==> src/rtl/control_unit_if.sv <==
// Instruction-memory fetch bus between the control unit (master) and the instruction store (slave).
interface control_unit_if;
    logic        imem_req;
    logic [7:0]  imem_addr;
    logic        imem_valid;
    logic [15:0] imem_data;

    modport master (output imem_req, imem_addr, input imem_valid, imem_data);
    modport slave  (input imem_req, imem_addr, output imem_valid, imem_data);
endinterface

==> src/rtl/control_unit.sv <==
// Multi-cycle instruction sequencer: fetches 16-bit words, decodes them and issues
// one-cycle ALU / register-file / illegal strobes.
//
//   state     | meaning
//   FETCH     | request word at pc, wait for imem_valid
//   DECODE    | register selects/immediate presented, no strobes
//   EXECUTE   | alu_en, reg_we (STOREI/DELETE), illegal, or jump/halt
//   WRITEBACK | reg_we for ALU-class results
//   HALTED    | parked until reset
module control_unit (
    input  logic                  clk,
    input  logic                  reset,
    control_unit_if.master        imem,
    output logic                  alu_en,
    output logic [3:0]            alu_op,
    output logic [1:0]            src_a,
    output logic [1:0]            src_b,
    output logic                  reg_we,
    output logic [1:0]            reg_waddr,
    output logic [1:0]            wdata_sel,
    output logic [3:0]            imm,
    output logic [7:0]            pc,
    output logic                  illegal,
    output logic                  halted
);

    typedef enum logic [2:0] {
        FETCH     = 3'd0,
        DECODE    = 3'd1,
        EXECUTE   = 3'd2,
        WRITEBACK = 3'd3,
        HALTED    = 3'd4
    } state_t;

    localparam logic [3:0] OP_STOREI = 4'b1000;
    localparam logic [3:0] OP_JUMP   = 4'b1001;
    localparam logic [3:0] OP_DELETE = 4'b1010;
    localparam logic [3:0] OP_HALT   = 4'b1111;

    state_t      state;
    logic [15:0] ir;
    logic [7:0]  pc_q;
    logic        req_q;
    logic        alu_en_q;
    logic        reg_we_q;
    logic        illegal_q;
    logic        halted_q;
    logic [3:0]  op;

    assign op = ir[15:12];

    // Strobes are registered one transition ahead so they line up with the state they belong to.
    always_ff @(posedge clk) begin
        if (reset) begin
            state     <= FETCH;
            ir        <= 16'h0000;
            pc_q      <= 8'h00;
            req_q     <= 1'b1;
            alu_en_q  <= 1'b0;
            reg_we_q  <= 1'b0;
            illegal_q <= 1'b0;
            halted_q  <= 1'b0;
        end else begin
            case (state)
                FETCH: begin
                    if (imem.imem_valid) begin
                        ir    <= imem.imem_data;
                        pc_q  <= pc_q + 8'd1;
                        req_q <= 1'b0;
                        state <= DECODE;
                    end
                end
                DECODE: begin
                    state     <= EXECUTE;
                    alu_en_q  <= ~op[3];
                    reg_we_q  <= (op == OP_STOREI) || (op == OP_DELETE);
                    illegal_q <= (op >= 4'b1011) && (op <= 4'b1110);
                end
                EXECUTE: begin
                    alu_en_q  <= 1'b0;
                    reg_we_q  <= 1'b0;
                    illegal_q <= 1'b0;
                    if (!op[3]) begin
                        reg_we_q <= 1'b1;
                        state    <= WRITEBACK;
                    end else if (op == OP_HALT) begin
                        halted_q <= 1'b1;
                        state    <= HALTED;
                    end else begin
                        if (op == OP_JUMP) begin
                            pc_q <= ir[7:0];
                        end
                        req_q <= 1'b1;
                        state <= FETCH;
                    end
                end
                WRITEBACK: begin
                    reg_we_q <= 1'b0;
                    req_q    <= 1'b1;
                    state    <= FETCH;
                end
                HALTED: begin
                    state <= HALTED;
                end
                default: begin
                    req_q <= 1'b1;
                    state <= FETCH;
                end
            endcase
        end
    end

    // Destination and write source come straight from IR; reg_we alone qualifies them.
    always_comb begin
        wdata_sel = 2'b00;
        if (op == OP_STOREI) begin
            wdata_sel = 2'b01;
        end else if (op == OP_DELETE) begin
            wdata_sel = 2'b10;
        end
    end

    assign reg_waddr      = op[3] ? ir[11:10] : ir[7:6];
    assign alu_op         = op;
    assign src_a          = ir[11:10];
    assign src_b          = ir[9:8];
    assign imm            = ir[3:0];
    assign pc             = pc_q;
    assign imem.imem_req  = req_q;
    assign imem.imem_addr = pc_q;
    assign alu_en         = alu_en_q;
    assign reg_we         = reg_we_q;
    assign illegal        = illegal_q;
    assign halted         = halted_q;

endmodule

==> src/flat_wrapper.sv <==
// flat-port wrapper written by rule: the top's interface ports become plain ports
module control_unit_flat 
  (clk, reset, alu_en, alu_op, src_a, src_b, reg_we, reg_waddr, wdata_sel, imm, pc, illegal, halted, imem_imem_req, imem_imem_addr, imem_imem_valid, imem_imem_data);
  control_unit_if imem_i ();
  input  logic clk;
  input  logic reset;
  output logic alu_en;
  output logic [3:0] alu_op;
  output logic [1:0] src_a;
  output logic [1:0] src_b;
  output logic reg_we;
  output logic [1:0] reg_waddr;
  output logic [1:0] wdata_sel;
  output logic [3:0] imm;
  output logic [7:0] pc;
  output logic illegal;
  output logic halted;
  output wire logic [$bits(imem_i.imem_req)-1:0] imem_imem_req;
  output wire logic [$bits(imem_i.imem_addr)-1:0] imem_imem_addr;
  input wire logic [$bits(imem_i.imem_valid)-1:0] imem_imem_valid;
  input wire logic [$bits(imem_i.imem_data)-1:0] imem_imem_data;
  assign imem_imem_req = imem_i.imem_req;
  assign imem_imem_addr = imem_i.imem_addr;
  assign imem_i.imem_valid = imem_imem_valid;
  assign imem_i.imem_data = imem_imem_data;
  control_unit u_core (.clk(clk), .reset(reset), .imem(imem_i), .alu_en(alu_en), .alu_op(alu_op), .src_a(src_a), .src_b(src_b), .reg_we(reg_we), .reg_waddr(reg_waddr), .wdata_sel(wdata_sel), .imm(imm), .pc(pc), .illegal(illegal), .halted(halted));
endmodule
==> config.mk <==
export PLATFORM = sky130hd
export DESIGN_NAME = control_unit_flat
export DESIGN_NICKNAME = d
export VERILOG_FILES = /design/src/rtl/control_unit_if.sv /design/src/rtl/control_unit.sv /design/src/flat_wrapper.sv
export SDC_FILE = /design/constraint.sdc
export NUM_CORES = 1
export LEC_CHECK = 0
export BUFFER_PORTS_ARGS = -buffer_cell sky130_fd_sc_hd__buf_4
export CORE_ASPECT_RATIO = 0.5
export CORE_MARGIN = 5
export CORE_UTILIZATION = 45
export DETAILED_ROUTE_END_ITERATION = 6
export HOLD_SLACK_MARGIN = 0.06
export MAX_ROUTING_LAYER = met4
export PLACE_DENSITY = 0.75
export SETUP_SLACK_MARGIN = 0.1
export SYNTH_ARGS = -nofsm -noshare
export SYNTH_HDL_FRONTEND = slang
export SYNTH_SLANG_ARGS = --single-unit
==> constraint.sdc <==
create_clock -name clk -period 1.8 [get_ports clk]
set_clock_uncertainty 0.15 [all_clocks]
set_input_delay 0.45 -clock clk [delete_from_list [all_inputs] [get_ports clk]]
set_output_delay 0.45 -clock clk [all_outputs]
set_load 0.02 [all_outputs]
# == After elaboration in Yosys (flattened, before gate mapping) ==
# Index checks and enable logic that the tools add are counted.
# classes
n_mux,20
n_lt_le_gt_ge,2
addsub,1
eq_ne,12
n_bitwise,2
n_reduce_logical,11
# op_table
cell,count
8-bit 2-to-1 mux,4
4-bit equality test (second input constant),4
8-bit one-hot mux with 2 select lines,1
3-bit one-hot mux with 4 select lines,1
3-bit 2-to-1 mux,3
8-bit by 1-bit adder with 8-bit output (second input constant),1
3-bit by 2-bit equality test with 1-bit output (second input constant),2
2-bit 2-to-1 mux,3
1-bit one-hot mux with 3 select lines,2
5-bit AND reduction,1
4-bit >= comparator (second input constant),1
4-bit <= comparator (second input constant),1
1-bit 2-to-1 mux,4
2-bit by 1-bit != test with 1-bit output (second input constant),2
2-bit != test (second input constant),2
1-bit one-hot mux with 2 select lines,2
4-bit AND reduction,1
2-bit nonzero test,2
3-bit by 1-bit equality test with 1-bit output (second input constant),1
3-bit equality test (second input constant),1
3-bit logical NOT,1
3-bit AND reduction,1
3-bit nonzero test,1
1-bit inverter,2
other kinds (4),4
# word_totals
inputBits,19
out_inout_bits,37
regBits,32
wordCells,56

# == Longest topological paths before layout ==
# Gate-level depths: netlist (run 1).
# logic_depth
word_depth,5
ltp_mapped,6
mapped_depth_nobuf,5

# == Worst setup path after synthesis (run 1) ==
# OpenSTA, ideal clock, no wires.
# synth_timing
path_kind,register to output
from,register u_core.ir[15]
to,output port wdata_sel[0]
path_slack_ns,-0.072
path_stages_with_launch,4
arrival_time_ns,1.272
n_path_buf,1
t_required_ns,1.200
cell_sequence,dfxtp_1 -> buf_2 -> or3b_2 -> nor2_1
# synth_via
elab_chain_len,2
# synth_rtl
item,line_no,rtl
"start, declared",control_unit.sv:41,logic [15:0] ir;
"start signal, assigned",control_unit.sv:67,ir <= imem.imem_data;
4-bit equality test,control_unit.sv:116,if (op == OP_STOREI) begin
2-bit 2-to-1 mux,control_unit.sv:116,
"end, declared",flat_wrapper.sv:13,output logic [1:0] wdata_sel;
# No other way between the ends.

# == Final worst setup path (run 1) ==
# layout_timing
from,register u_core.ir[14]
to,output port wdata_sel[1]
# layout_via
elab_chain_len,3
elab_cells_between_ends,4
# layout_rtl
item,line_no,rtl
4-bit equality test,control_unit.sv:118,end else if (op == OP_DELETE) begin
2-bit 2-to-1 mux,control_unit.sv:118,
2-bit 2-to-1 mux (*),control_unit.sv:116,
# Every way passes the cells marked *; elsewhere a longest branch is shown, timed or not.

==> impl_metrics.env, run 1 <==
export IMPL_post_route_cell_area_mm2=0.00225
export IMPL_vias=1578
export IMPL_synth_main_ff_cell="dfxtp_1"
export IMPL_layout_commonest_cell="buf_4"
export IMPL_hold_viol=0
export IMPL_clockBufferDepth=2
export IMPL_synth_seq_cells=32
export IMPL_worstPathRequired_ps=1200
export IMPL_drtIter0Drc=75
export IMPL_fin_crit_ps=1870
export IMPL_die_w_um=96.1
export IMPL_setup_viol=4
export IMPL_dpl_hpwl_mm=2.86
export IMPL_yosysTopAreaCell="dfxtp_1"
export IMPL_ff2ff_path_depth=6
export IMPL_port_buffers=55
export IMPL_antenna_found_initial=0
export IMPL_maxCapViolCount=0
export IMPL_slew_headroom_pct=71.0
export IMPL_critical_path_max_fanout=3
export IMPL_path_class="reg -> out"
export IMPL_yosys_cell_types_count=43
export IMPL_cts_buffers=5
export IMPL_fmax_mhz=536
export IMPL_io_pins=56
export IMPL_drive_above_1_share_pct=39.1
export IMPL_syn2layout_area_growth_pct=34.8
export IMPL_place_ws_ps=41.4
export IMPL_rsz0062_at_grt="true"
export IMPL_grt_max_degree=33
export IMPL_fillers=309
export IMPL_ys_async_sr_fraction_pct=0
export IMPL_synthCells=210
export IMPL_end_kind="output port"
export IMPL_grt_pass1_vias=1476
export IMPL_tightest_slew_ps=424
export IMPL_dpl_cell_area_mm2=0.00204
export IMPL_synthTopCellsByArea="dfxtp_1 (38%), nand2_1 (9.7%), buf_4 (9.5%)"
export IMPL_diodes=0
export IMPL_postSynthAreaPerCell_um2=7.94
export IMPL_core_area_mm2=0.00349
export IMPL_root_buffer="clkbuf_8"
export IMPL_gp_congestion=0.875
export IMPL_drtAntennaViolNets=0
export IMPL_cellLeakagePower_nw=0.940
export IMPL_cts_clk_slew_worst_paths_ps=70
export IMPL_routed_wl_mm=4.06
export IMPL_syn_nets=230
export IMPL_nets=275
export IMPL_drt_vias_per_instance=5.14
export IMPL_cts_tree="yes"
export IMPL_dieHeight_um=53.0
export IMPL_grt_overflow=0
export IMPL_start_kind="flop"
export IMPL_violations="negative setup slack"
export IMPL_htreeDepth=2
export IMPL_layout_setup_ws_ps=-65.6
export IMPL_clkSinkCount=32
export IMPL_clock_latency_ps=280
export IMPL_grt_pass1_wl_mm=6.81
export IMPL_hp_class="in -> reg"
export IMPL_rows=15
export IMPL_period_share_pct=104
export IMPL_drc=0
export IMPL_holdWs_ps=259
export IMPL_tns_ps=-210
export IMPL_final_max_slew_viol_count=0
export IMPL_dieArea_mm2=0.00509
export IMPL_yosysWarnings=0
export IMPL_mostFrequentLayoutCells="buf_4 (67), nand2_1 (43), dfxtp_1 (28)"
export IMPL_p_per_area_mw_per_mm2=839
export IMPL_synth_edff_count=0
export IMPL_status="finished, violations left"
export IMPL_crit_arrival_ps=1270
export IMPL_drtPass1Iterations=4
export IMPL_grtUsageTotal_pct=17.7
export IMPL_wire_per_inst_um=13.2
export IMPL_start_util_pct=47.7
export IMPL_synth_top_area_share_pct=38.4
export IMPL_peakVddDrop_mv=0.390
export IMPL_yosysSeqAreaShare_pct=38.4
export IMPL_whs_path_depth=3
export IMPL_synth_area_mm2=0.00167
export IMPL_fin_util_pct=64.3
synth_stat cells (2+ instances only):
| library cell | number |
|---|---|
| and2_0 | 2 |
| inv_1 | 2 |
| a31oi_1 | 2 |
| a21oi_2 | 2 |
| a22oi_1 | 3 |
| or3b_2 | 2 |
| dfxtp_1 | 32 |
| nor3_1 | 7 |
| and2_1 | 3 |
| nand2b_1 | 2 |
| nand2_1 | 43 |
| clkbuf_1 | 7 |
| nand3_1 | 3 |
| a21o_1 | 2 |
| o21ai_0 | 9 |
| a21oi_1 | 24 |
| mux2_2 | 2 |
| nor3b_1 | 2 |
| buf_2 | 3 |
| a311oi_2 | 2 |
| nor2_1 | 13 |
| buf_4 | 21 |
| nand4_1 | 2 |
cell families (layout without fill, tap and decap cells):
| logic type | after synthesis | after routing | synth area share [%] |
|---|---|---|---|
| DFF | 32 | 32 | 38.4 |
| xor gates and xnor gates | 1 | 1 | 0.526 |
| and+or+nand+nor | 85 | 85 | 24.4 |
| adders and majority gates | 1 | 1 | 0.751 |
| AOI/OAI and AO/OA | 54 | 54 | 21.0 |
| muxes | 2 | 2 | 1.35 |
| buffers and inverters | 35 | 81 | 13.5 |
per-layer routing:
layer  track usage (%)  wire length [um]  vias to the layer above
li1                  -                 -                      793
met1              20.5              1760                      741
met2              29.9              2040                       37
met3              4.40               191                        7
met4              6.60                64                        0
met5                 -                 0                        -
where the power goes:
part / internal [mW] / switching, mW
clock network: 0.305 / 0.262
logic: 0.240 / 0.273
registers: 0.761 / 0.0436
metrics by stage:
step / cells / power, mW
2_1_floorplan: 210 / 1.14
3_3_place_gp: 295 / 1.27
3_5_place_dp: 295 / 1.28
4_1_cts: 306 / 1.87
5_1_grt: 307 / 2.00
6_report: 307 / 1.88
sequential cells by signal, summed over array words and instances (netlist names):
name and flops:
u_core.reg_we 1, u_core.halted 1, u_core.ir 16, u_core.state 3, u_core.illegal 1, u_core.alu_en 1
u_core.imem.imem_addr 8, u_core.imem.imem_req 1
layout make-up:
type                       count  area [um2]  area share (%)
clock buffer                   6        82.6            3.68
clock inverter                 2        10.0           0.446
inverter                       2        7.51           0.334
multi-input combinational    143         873            38.9
sequential                    32         648            28.9
tap                           51        63.8            2.84
timing repair buffer          71         561            25.0
worst max-delay path, cell delays in order, from the launching register on:
cell	delay [ps]
dfxtp_4	340
or3b_4	430
nor2_4	100
buf_6	120
worst paths after layout:
kind                                          from                  endpoint  slack (ps)
worst max-delay path                 u_core.ir[14]              wdata_sel[1]         -70
worst min-delay path            imem_imem_data[15]             u_core.ir[15]         260
worst max register to register     u_core.state[1]  u_core.imem.imem_addr[0]          80
worst min register to register        u_core.ir[4]              u_core.ir[4]         310
timing repair:
item | in CTS | in global routing
pin swaps | 2 | 2
hold buffers | 0 | 0
setup buffers | 3 | 1
gates resized for setup | 8 | 14
setup endpoints to repair | 12 | 28
Note: power is estimated with default switching activity, not from simulation.
==> inputs of run 2 (changes only) <==
--- a/config.mk
+++ b/config.mk
@@ -17,3 +17,4 @@
 export SYNTH_ARGS = -nofsm -noshare
 export SYNTH_HDL_FRONTEND = slang
 export SYNTH_SLANG_ARGS = --single-unit
+export TNS_END_PERCENT = 50
==> run 2 against run 1 <==
Effect of this change: the flow still finishes with violations (negative setup slack); sequential share of layout area is 0.16 points higher; cell count rose by 0.33%; flip-flop and latch count is the same; combinational power is 3% lower; via count is 0.13% higher; register-to-register slack about the same; first-iteration DRC count is 4.0% higher; critical endpoint is now wdata_sel[0]; largest power group unchanged; highest routed layer unchanged.
==> impl_metrics.env, run 2 (synthesis gave the netlist of run 1 again) <==
export IMPL_peakVddDrop_mv=0.454
export IMPL_root_buffer="clkbuf_8"
export IMPL_drtIter0Drc=78
export IMPL_rsz0062_at_grt="true"
export IMPL_path_class="reg -> out"
export IMPL_fillers=323
export IMPL_vias=1580
export IMPL_grtUsageTotal_pct=18.2
export IMPL_status="finished, violations left"
export IMPL_wire_per_inst_um=13.5
export IMPL_p_seq_share_pct=42.3
export IMPL_antenna_found_initial=0
export IMPL_hold_viol=0
export IMPL_cts_clk_slew_worst_paths_ps=60
export IMPL_period_share_pct=103
export IMPL_whs_path_depth=3
export IMPL_seqCellArea_um2=648
export IMPL_rows=15
export IMPL_start_util_pct=47.7
export IMPL_port_buffers=55
export IMPL_grt_overflow=0
export IMPL_drt_vias_per_instance=5.13
export IMPL_intPower_mw=1.33
export IMPL_violations="negative setup slack"
export IMPL_slew_headroom_pct=77.0
export IMPL_drc=0
export IMPL_cts_buffers=5
export IMPL_hold_buffers=0
export IMPL_mostFrequentLayoutCells="buf_4 (66), nand2_1 (43), dfxtp_1 (28)"
export IMPL_maxCapViolCount=0
export IMPL_grt_pass1_vias=1493
export IMPL_cellLeakagePower_nw=0.939
export IMPL_drtPass1Iterations=4
export IMPL_tightest_slew_ps=346
export IMPL_crit_arrival_ps=1260
export IMPL_ff2ff_path_depth=5
export IMPL_largest_reg_flops=16
export IMPL_clkSinkCount=32
export IMPL_grt_pass1_wl_mm=6.92
export IMPL_fin_crit_ps=1860
export IMPL_start_kind="flop"
export IMPL_critical_path_max_fanout=3
export IMPL_end_kind="output port"
export IMPL_grt_max_degree=33
export IMPL_core_area_mm2=0.00349
export IMPL_diodes=0
export IMPL_cts_tree="yes"
export IMPL_layout_setup_ws_ps=-62.0
export IMPL_routed_wl_mm=4.16
export IMPL_clock_latency_ps=280
export IMPL_nets=277
export IMPL_die_w_um=96.1
export IMPL_worstPathRequired_ps=1200
export IMPL_io_pins=56
export IMPL_clockBufferDepth=2
export IMPL_fmax_mhz=537
export IMPL_p_comb_share_pct=26.2
export IMPL_htreeDepth=2
export IMPL_drtAntennaViolNets=0
export IMPL_regMostFlops="u_core.ir"
export IMPL_hp_class="in -> reg"
export IMPL_multi_input_area_um2=855
export IMPL_netSwitchingFraction_pct=30.0
export IMPL_layout_commonest_cell="buf_4"
export IMPL_p_per_area_mw_per_mm2=852
export IMPL_syn2layout_area_growth_pct=34.0
export IMPL_pwr_share_clk_pct=31.5
export IMPL_holdWs_ps=255
export IMPL_total_power_mw=1.90
export IMPL_gp_congestion=0.846
export IMPL_final_max_slew_viol_count=0
export IMPL_dieHeight_um=53.0
export IMPL_switching_power_mw=0.571
export IMPL_dieArea_mm2=0.00509
export IMPL_dpl_hpwl_mm=2.82
export IMPL_drive_above_1_share_pct=38.1
export IMPL_setup_viol=2
==> run 2: cell types whose count changed in the layout (fill, tap and decap cells not counted), sizes merged <==
cell	delta
clkbuf	+1
o21ai	+1
clkinv	-2
buf	+1
==> run 2: layer usage <==
layer	track usage, %	vias up	share of wire [%]	routed length (um)
met4	6.37	0	1.6	65
met2	31.2	32	49	2050
met5	-	-	0	0
met1	21.1	740	45	1880
met3	4.40	9	4.0	165
li1	-	799	-	-
==> run 2: area by class of cell <==
| cell class | instances | area share, % |
|---|---|---|
| well taps | 51 | 2.86 |
| multi-input cells | 144 | 38.3 |
| clock buffers | 7 | 4.31 |
| repair buffers | 72 | 25.2 |
| flip-flops and latches | 32 | 29.0 |
| inverters | 2 | 0.336 |
==> run 2: worst max-delay path, cell delays in order (launching register included) <==
cell and delay [ps]:
dfxtp_4 340, or3b_4 430, nor2_4 100, buf_6 120
==> run 2: final timing paths <==
check	start	endpoint	slack (ps)
setup reg to reg	u_core.ir[14]	u_core.imem.imem_addr[0]	90
setup / recovery	u_core.ir[14]	wdata_sel[0]	-60
hold / removal	imem_imem_data[14]	u_core.ir[14]	260
hold reg to reg	u_core.ir[8]	u_core.ir[8]	300
==> run 2: power groups by stage <==
stage / Sequential, mW / Combinational (mW) / Clock [mW]
after CTS: 0.804 / 0.493 / 0.611
after floorplan: 0.840 / 0.298 / 0
after detailed placement: 0.819 / 0.458 / 0
after global placement: 0.818 / 0.451 / 0
final: 0.805 / 0.499 / 0.599
after global routing: 0.812 / 0.546 / 0.645
==> run 2: timing repair <==
item                                    CTS  global route
pin swaps                                 2             1
gates resized for setup                  14             3
cloned                                    1             0
endpoints found under the setup margin   12            12
setup buffers                             4             0
==> run 2: metrics by stage <==
step	util (%)	cells	setup TNS (ps)	worst slack (ps)	cell area, um2
after CTS	63.6	308	-142	-73.6	2220
after floorplan	-	210	0	55.3	1680
final	64.0	308	-121	-62.0	2230
after detailed placement	58.5	296	-52.7	-36.4	2040
after global placement	58.5	296	-11.9	-7.66	2040
after global routing	64.0	308	-280	-121	2230
